### src/rtl/ls165_sampled.sv
// LS165 parallel-in/serial-out shift register emulated on the system clock; pin edges are detected from sampled levels.
// Optional macro LS165_PINSYNC_EN adds SYNC_STAGES synchroniser flops on every pin ahead of the sample register.
module ls165_sampled #(
  parameter int CHIPS       = 1,
  parameter int SYNC_STAGES = 2
) (
  input  logic                 clk_i,
  input  logic                 rst_i,
  input  logic                 clk_in_i,
  input  logic                 clk_inh_i,
  input  logic                 sh_ld_i,
  input  logic                 ser_i,
  input  logic [8*CHIPS-1:0]   d_i,
  output logic                 qh_o,
  output logic                 qh_n_o,
  output logic                 shift_stb_o,
  output logic                 load_act_o
);

  localparam int W  = 8 * CHIPS;
  localparam int PW = W + 4;

`ifdef LS165_PINSYNC_EN
  localparam int SYNC_EN = 1;
`else
  localparam int SYNC_EN = 0;
`endif
  localparam int SYNC_DEPTH = SYNC_EN * SYNC_STAGES;

  localparam int P_CLK  = W + 3;
  localparam int P_INH  = W + 2;
  localparam int P_SHLD = W + 1;
  localparam int P_SER  = W;

  // Pin flops reset to CLK_IN=1 and SH_LD=1 so that reset release never looks like a clock edge or a load.
  localparam logic [PW-1:0] PIN_RST = {1'b1, 1'b0, 1'b1, 1'b0, {W{1'b0}}};

  logic [PW-1:0] pins_raw;
  logic [PW-1:0] pins_sync;
  logic [PW-1:0] pins_q;

  assign pins_raw = {clk_in_i, clk_inh_i, sh_ld_i, ser_i, d_i};

  generate
    if (SYNC_DEPTH > 0) begin : g_sync
      logic [SYNC_DEPTH-1:0][PW-1:0] sync_q;

      always_ff @(posedge clk_i or posedge rst_i) begin
        if (rst_i) begin
          for (int i = 0; i < SYNC_DEPTH; i++) sync_q[i] <= PIN_RST;
        end else begin
          for (int i = SYNC_DEPTH - 1; i > 0; i--) sync_q[i] <= sync_q[i-1];
          sync_q[0] <= pins_raw;
        end
      end

      assign pins_sync = sync_q[SYNC_DEPTH-1];
    end else begin : g_nosync
      assign pins_sync = pins_raw;
    end
  endgenerate

  always_ff @(posedge clk_i or posedge rst_i) begin
    if (rst_i) pins_q <= PIN_RST;
    else       pins_q <= pins_sync;
  end

  logic         s_clk_in;
  logic         s_clk_inh;
  logic         s_sh_ld;
  logic         s_ser;
  logic [W-1:0] s_d;

  assign s_clk_in  = pins_q[P_CLK];
  assign s_clk_inh = pins_q[P_INH];
  assign s_sh_ld   = pins_q[P_SHLD];
  assign s_ser     = pins_q[P_SER];
  assign s_d       = pins_q[W-1:0];

  logic         eff;
  logic         edge_det;
  logic         eff_prev_q;
  logic [W-1:0] shreg_q,     shreg_d;
  logic         shift_stb_q, shift_stb_d;
  logic         load_act_q,  load_act_d;

  // The device gates its clock with an OR, so CLK_INH rising while CLK_IN is low is a real edge.
  assign eff      = s_clk_in | s_clk_inh;
  assign edge_det = eff & ~eff_prev_q;

  always_comb begin
    shreg_d     = shreg_q;
    shift_stb_d = 1'b0;
    load_act_d  = ~s_sh_ld;
    if (!s_sh_ld) begin
      shreg_d = s_d;
    end else if (edge_det) begin
      shreg_d     = {shreg_q[W-2:0], s_ser};
      shift_stb_d = 1'b1;
    end
  end

  always_ff @(posedge clk_i or posedge rst_i) begin
    if (rst_i) begin
      eff_prev_q  <= 1'b1;
      shreg_q     <= '0;
      shift_stb_q <= 1'b0;
      load_act_q  <= 1'b0;
    end else begin
      eff_prev_q  <= eff;
      shreg_q     <= shreg_d;
      shift_stb_q <= shift_stb_d;
      load_act_q  <= load_act_d;
    end
  end

  assign qh_o        = shreg_q[W-1];
  assign qh_n_o      = ~shreg_q[W-1];
  assign shift_stb_o = shift_stb_q;
  assign load_act_o  = load_act_q;

endmodule

### config.mk
export PLATFORM = sky130hd
export DESIGN_NAME = ls165_sampled
export DESIGN_NICKNAME = d
export VERILOG_FILES = /design/src/rtl/ls165_sampled.sv
export SDC_FILE = /design/constraint.sdc
export NUM_CORES = 1
export LEC_CHECK = 0
export CORE_UTILIZATION = 50
export DETAILED_ROUTE_END_ITERATION = 8
export PLACE_DENSITY_LB_ADDON = 0.08
export RECOVER_POWER = 100
export SLEW_MARGIN = 40
export SYNTH_ARGS = -nofsm -noshare
export SYNTH_HDL_FRONTEND = slang
export SYNTH_SLANG_ARGS = --single-unit
### constraint.sdc
create_clock -name clk_i -period 1.9 [get_ports clk_i]
set_input_delay 0.38 -clock clk_i [delete_from_list [all_inputs] [get_ports clk_i]]
set_output_delay 0.38 -clock clk_i [all_outputs]
set_load 0.1 [all_outputs]
==> results of run 1 <==
-- cells in the mapped netlist, drive strengths merged --
cell     n  area (µm²)
a31oi    8        50.1
buf      3        17.5
dfrtp   20         500
dfstp    3        78.8
inv      3        11.3
nand2   16        60.1
nor2     9        33.8
o21ba    1        10.0
o21bai   1        11.3
or2      1        6.26
-- flip-flops by register name (all words and copies together), names as in the netlist --
name         cells
pins_q          12
shreg_q          8
eff_prev_q       1
load_act_o       1
shift_stb_o      1
-- power by group through the flow --
stage	Clock (W)	Sequential (W)	Combinational [W]
final	0.000222	0.000547	0.000136
after CTS	0.000235	0.000549	0.000145
after global routing	0.000253	0.000552	0.000146
after global placement	0	0.000557	0.000142
after floorplan	0	0.000578	0.0000629
after detailed placement	0	0.000557	0.000145
-- metal layers --
layer / routed length, µm / part of all wire, % / vias up / track usage (%)
li1: - / - / 245 / -
met1: 503 / 46 / 239 / 20.9
met2: 489 / 45 / 20 / 22.8
met3: 82 / 7.6 / 2 / 9.13
met4: 10 / 0.92 / 0 / 3.87
met5: 0 / 0 / - / 0
-- area by class of cell --
type                    instances  area, µm²  area share, %
flip-flops and latches         23        579           57.9
repair buffers                 18        188           18.8
multi-input cells              36        171           17.1
clock buffers                   3       22.5           2.25
well taps                      15       18.8           1.88
inverters                       3       12.5           1.25
clock inverters                 1       7.51          0.751
-- per-stage QoR --
stage | setup WS (ns) | area, µm² | instances
2_1_floorplan | 0.240 | 785 | 65
3_3_place_gp | 0.760 | 978 | 95
3_5_place_dp | 0.707 | 978 | 95
4_1_cts | 0.467 | 1010 | 99
5_1_grt | 0.338 | 1000 | 99
6_report | 0.395 | 1000 | 99
-- cells by family after synthesis --
group                  Yosys count  synth area share [%]
buffers and inverters            6                  3.69
DFF                             23                  74.3
and+or+nand+nor                 26                  12.8
AOI/OAI and AO/OA               10                  9.15
-- final timing paths --
path                                              from                      to  slack [ns]  depth (start not counted)
worst max-delay path            shreg_q[7]$_DFFE_PP0P_                  qh_n_o        0.40                          2
worst min-delay path                             rst_i    pins_q[10]$_DFF_PP0_        0.52                          3
worst max register to register    pins_q[11]$_DFF_PP1_  shreg_q[1]$_DFFE_PP0P_        0.67                          3
worst min register to register     pins_q[5]$_DFF_PP0_  shreg_q[5]$_DFFE_PP0P_        0.53                          2
max in group asynchronous                        rst_i     pins_q[9]$_DFF_PP1_        1.11                          3
min in group clk_i                 pins_q[5]$_DFF_PP0_  shreg_q[5]$_DFFE_PP0P_        0.53                          2
-- worst min-delay path, cell delays in order --
cell and delay [ns]:
dlygate4sd3_1 0.53, inv_1 0.05, buf_4 0.27
==> results.toml, run 1 <==
[logic_synthesis]
netlist_area_um2 = 779
yosysSeqAreaShare_pct = 74.3
syn-num-nets = 79
synth.distinct_cells = 12
synth_seq_cells = 23
synth.avg_cell_area_um2 = 12.0
yosysWarnings = 0
syn_inst = 65

[critical_path]
crit_family = "flip-flops"
cp_max_fo = 3
critPathArrivalTime_ns = 1.12
path_class = "reg2out"
critPathSlowestCell = "dfrtp_1"
end_kind = "output pin"
required_ns = 1.52
timing.critical_path.buf_inv = 2
max_stage_delay_ns = 0.46
worstSetupStartpointType = "flip-flop"
path_cells = "clkinvlp_2 > buf_12"

[detailed_routing]
wl_um = 1090
drt_iter0_markers = 14
vias = 506
dr.pass1.iters = 4
ant_nets = 0
viasPerCell = 5.11
drc_errors = 0
wl_per_cell_um = 11.0

[layout]
synthToLayoutAreaGrowth_pct = 28.3
postLayoutCoreUtil_pct = 72.3
nFillCells = 109
fin_nets = 99
layout_commonest_cell = "dfrtp_1"
antenna_cells = 0
final_cell_mix = "dfrtp_1, nand2_1, dlygate4sd3_1"
drive_above_1_share_pct = 14.3

[sta]
drv_slew = 0
relSlewSlack_pct = 64.4
finalSetupViolations = 0
finalSetupTns_ns = 0
fin_crit_sh_pct = 79.2
hold_ws_ns = 0.516
hold_viol_final = 0
max_freq_mhz = 664
finClkSkew_ns = 0.00844
min_period_ns = 1.50
worst_slew_pin_slew_ns = 0.537
rsz0062_at_grt = "no"

[global_routing]
grtUsageTotal_pct = 15.9
antenna_found_initial = 0
grt_pass1_wl_um = 2000
grt_max_degree = 24
overflow = 0
grt_pass1_vias = 462

[clock_network]
ctsHtreeMaxLevel = 1
root_buffer = "clkbuf_4"
cts_setup_buffers = 0
cts_buffers = 3
postCtsHoldBufs = 0
cts_buffer_depth = 2
path_clk_slew_ns = 0.12
insertion_delay_ns = 0.31
cts_resized = 0
clock_sinks = 23
cts_tree = "yes"

[floorplan]
core-area_um2 = 1380
start_util_pct = 56.4
row_count = 13
fp.dieH_um = 41.5
ios = 18
design.die.area_um2 = 1720
die_width_um = 41.5

[pwr]
p_leak_nw = 0.450
combinationalPowerShare_pct = 15.0
clock_power_share_pct = 24.6
peakVddDrop_uv = 649
p_sw_w = 0.000246
p_seq_share_pct = 60.4
p_per_area_nw_per_um2 = 905
p_total_w = 0.000905
p_int_w = 0.000659
swShare_pct = 27.2

[status]
outcome = "finished, final reports clean"

[job]
drv_cap = 0

[placed_design]
numPortBuffers = 17
gp_congestion = 0.765
dp_hpwl_um = 764

[worst_hold_path]
min_path_type = "in2async"
(Power assumes the default switching activity.)
==> run 2, diff against run 1 <==
--- a/config.mk
+++ b/config.mk
@@ -5,7 +5,7 @@
 export SDC_FILE = /design/constraint.sdc
 export NUM_CORES = 1
 export LEC_CHECK = 0
-export CORE_UTILIZATION = 50
+export CORE_UTILIZATION = 46
 export DETAILED_ROUTE_END_ITERATION = 8
 export PLACE_DENSITY_LB_ADDON = 0.08
 export RECOVER_POWER = 100
==> constraint.sdc (replaced) <==
create_clock -name clk_i -period 1.45 [get_ports clk_i]
set_input_delay 0.29 -clock clk_i [delete_from_list [all_inputs] [get_ports clk_i]]
set_output_delay 0.29 -clock clk_i [all_outputs]
set_load 0.1 [all_outputs]
==> results.toml, run 2 (synthesis gave the netlist of run 1 again) <==
[status]
outcome = "finished, final reports clean"

[clock_network]
postCtsHoldBufs = 0
cts_buffers = 3
cts_tree = "yes"
insertion_delay_ns = 0.30
ctsHtreeMaxLevel = 1
cts_resized = 0
clock_sinks = 23
cts_setup_buffers = 0
path_clk_slew_ns = 0.11
cts_buffer_depth = 2
root_buffer = "clkbuf_4"

[detailed_routing]
ant_nets = 0
dr.pass1.iters = 4
viasPerCell = 5.07
drc_errors = 0
drt_iter0_markers = 13
vias = 507
wl_per_cell_um = 11.2
wl_um = 1120

[layout]
drive_above_1_share_pct = 14.3
antenna_cells = 0
reg_top3 = "pins_q: 12 flops, shreg_q: 8 flops"
final_cell_mix = "dfrtp_1, nand2_1, dlygate4sd3_1"
top_register = "pins_q"
fin_nets = 99
largest_reg_flops = 12
synthToLayoutAreaGrowth_pct = 27.3
layout_commonest_cell = "dfrtp_1"

[sta]
fin_crit_sh_pct = 95.1
finalSetupTns_ns = 0
hold_viol_final = 0
max_freq_mhz = 725
relSlewSlack_pct = 64.2
finClkSkew_ns = 0.00570
min_period_ns = 1.38
finalSetupViolations = 0
worst_slew_pin_slew_ns = 0.537
drv_slew = 0
hold_ws_ns = 0.515
rsz0062_at_grt = "no"

[critical_path]
reg2reg_to = "shreg_q[3]$_DFFE_PP0P_"
critPathSlowestCell = "dfrtp_4"
path_cells = "clkinvlp_4 > buf_8"
end_kind = "output pin"
timing.rr.start = "pins_q[11]$_DFF_PP1_"
worstSetupStartpointType = "flip-flop"
max_stage_delay_ns = 0.52
path_class = "reg2out"
r2r_slack_ns = 0.23
cp_max_fo = 3
critPathArrivalTime_ns = 1.09
required_ns = 1.16
r2r_cells = 3

[global_routing]
grt_max_degree = 24
grt_pass1_vias = 460
antenna_found_initial = 0
overflow = 0
grt_pass1_wl_um = 2060
grtUsageTotal_pct = 15.5

[floorplan]
design.die.area_um2 = 1860
fp.dieH_um = 43.2
start_util_pct = 50.6
row_count = 14
ios = 18
die_width_um = 43.2
core-area_um2 = 1540

[worst_hold_path]
worstHoldStart = "pins_q[8]$_DFF_PP0_"
hold_path_end = "shreg_q[0]$_DFFE_PP0P_"
min_path_cells = 2
min_path_type = "reg2reg"

[pwr]
peakVddDrop_uv = 641
p_per_area_nw_per_um2 = 1170
p_leak_nw = 0.445
p_total_w = 0.00117

[job]
drv_cap = 0

[placed_design]
gp_congestion = 0.741
numPortBuffers = 17
dp_hpwl_um = 753
==> run 2: routing by layer <==
layer	part of all wire (%)	vias up	global-route usage, %
met2	47	17	22.7
met5	0	-	0
met3	7.3	2	6.38
met1	45	243	21.0
li1	-	245	-
met4	1.1	0	5.45
==> run 2: where the power goes <==
part | leakage, nW | switching [W] | internal [W]
clock network | 0.0150 | 0.000169 | 0.000107
registers | 0.262 | 0.0000279 | 0.000689
logic | 0.168 | 0.000109 | 0.0000631
total | 0.445 | 0.000306 | 0.000859
==> run 2: cell type report <==
| type | instances | area [µm²] |
|---|---|---|
| clock buffers | 4 | 26.3 |
| fillers | 128 | 549 |
| inverters | 3 | 15.0 |
| multi-input cells | 36 | 171 |
| flip-flops and latches | 23 | 583 |
| well taps | 16 | 20.0 |
| repair buffers | 18 | 176 |
==> run 2: stage by stage <==
stage	area, µm²	cells	util (%)	worst slack [ns]
global placement	1010	96	65.3	0.292
floorplan	787	65	-	0.0439
detailed placement	1010	96	65.3	0.275
CTS	1030	100	67.0	0.0663
finish	992	100	64.4	0.0710
global route	992	100	64.4	0.0197
==> run 2: critical path: cells and delay by family, from the launching register on <==
| family | cells | cell delay (ns) |
|---|---|---|
| buffers and inverters | 2 | 0.27 |
| DFF | 1 | 0.52 |
==> run 2: worst max path at each step <==
stage	start	end	slack, ns	cells after the start
after CTS	shreg_q[7]$_DFFE_PP0P_	qh_n_o	0.07	2
final	shreg_q[7]$_DFFE_PP0P_	qh_n_o	0.07	2
after floorplan	shreg_q[7]$_DFFE_PP0P_	qh_n_o	0.04	1
after global placement	pins_q[11]$_DFF_PP1_	shreg_q[3]$_DFFE_PP0P_	0.29	3
after global routing	shreg_q[7]$_DFFE_PP0P_	qh_n_o	0.02	2
after detailed placement	pins_q[11]$_DFF_PP1_	shreg_q[7]$_DFFE_PP0P_	0.28	3
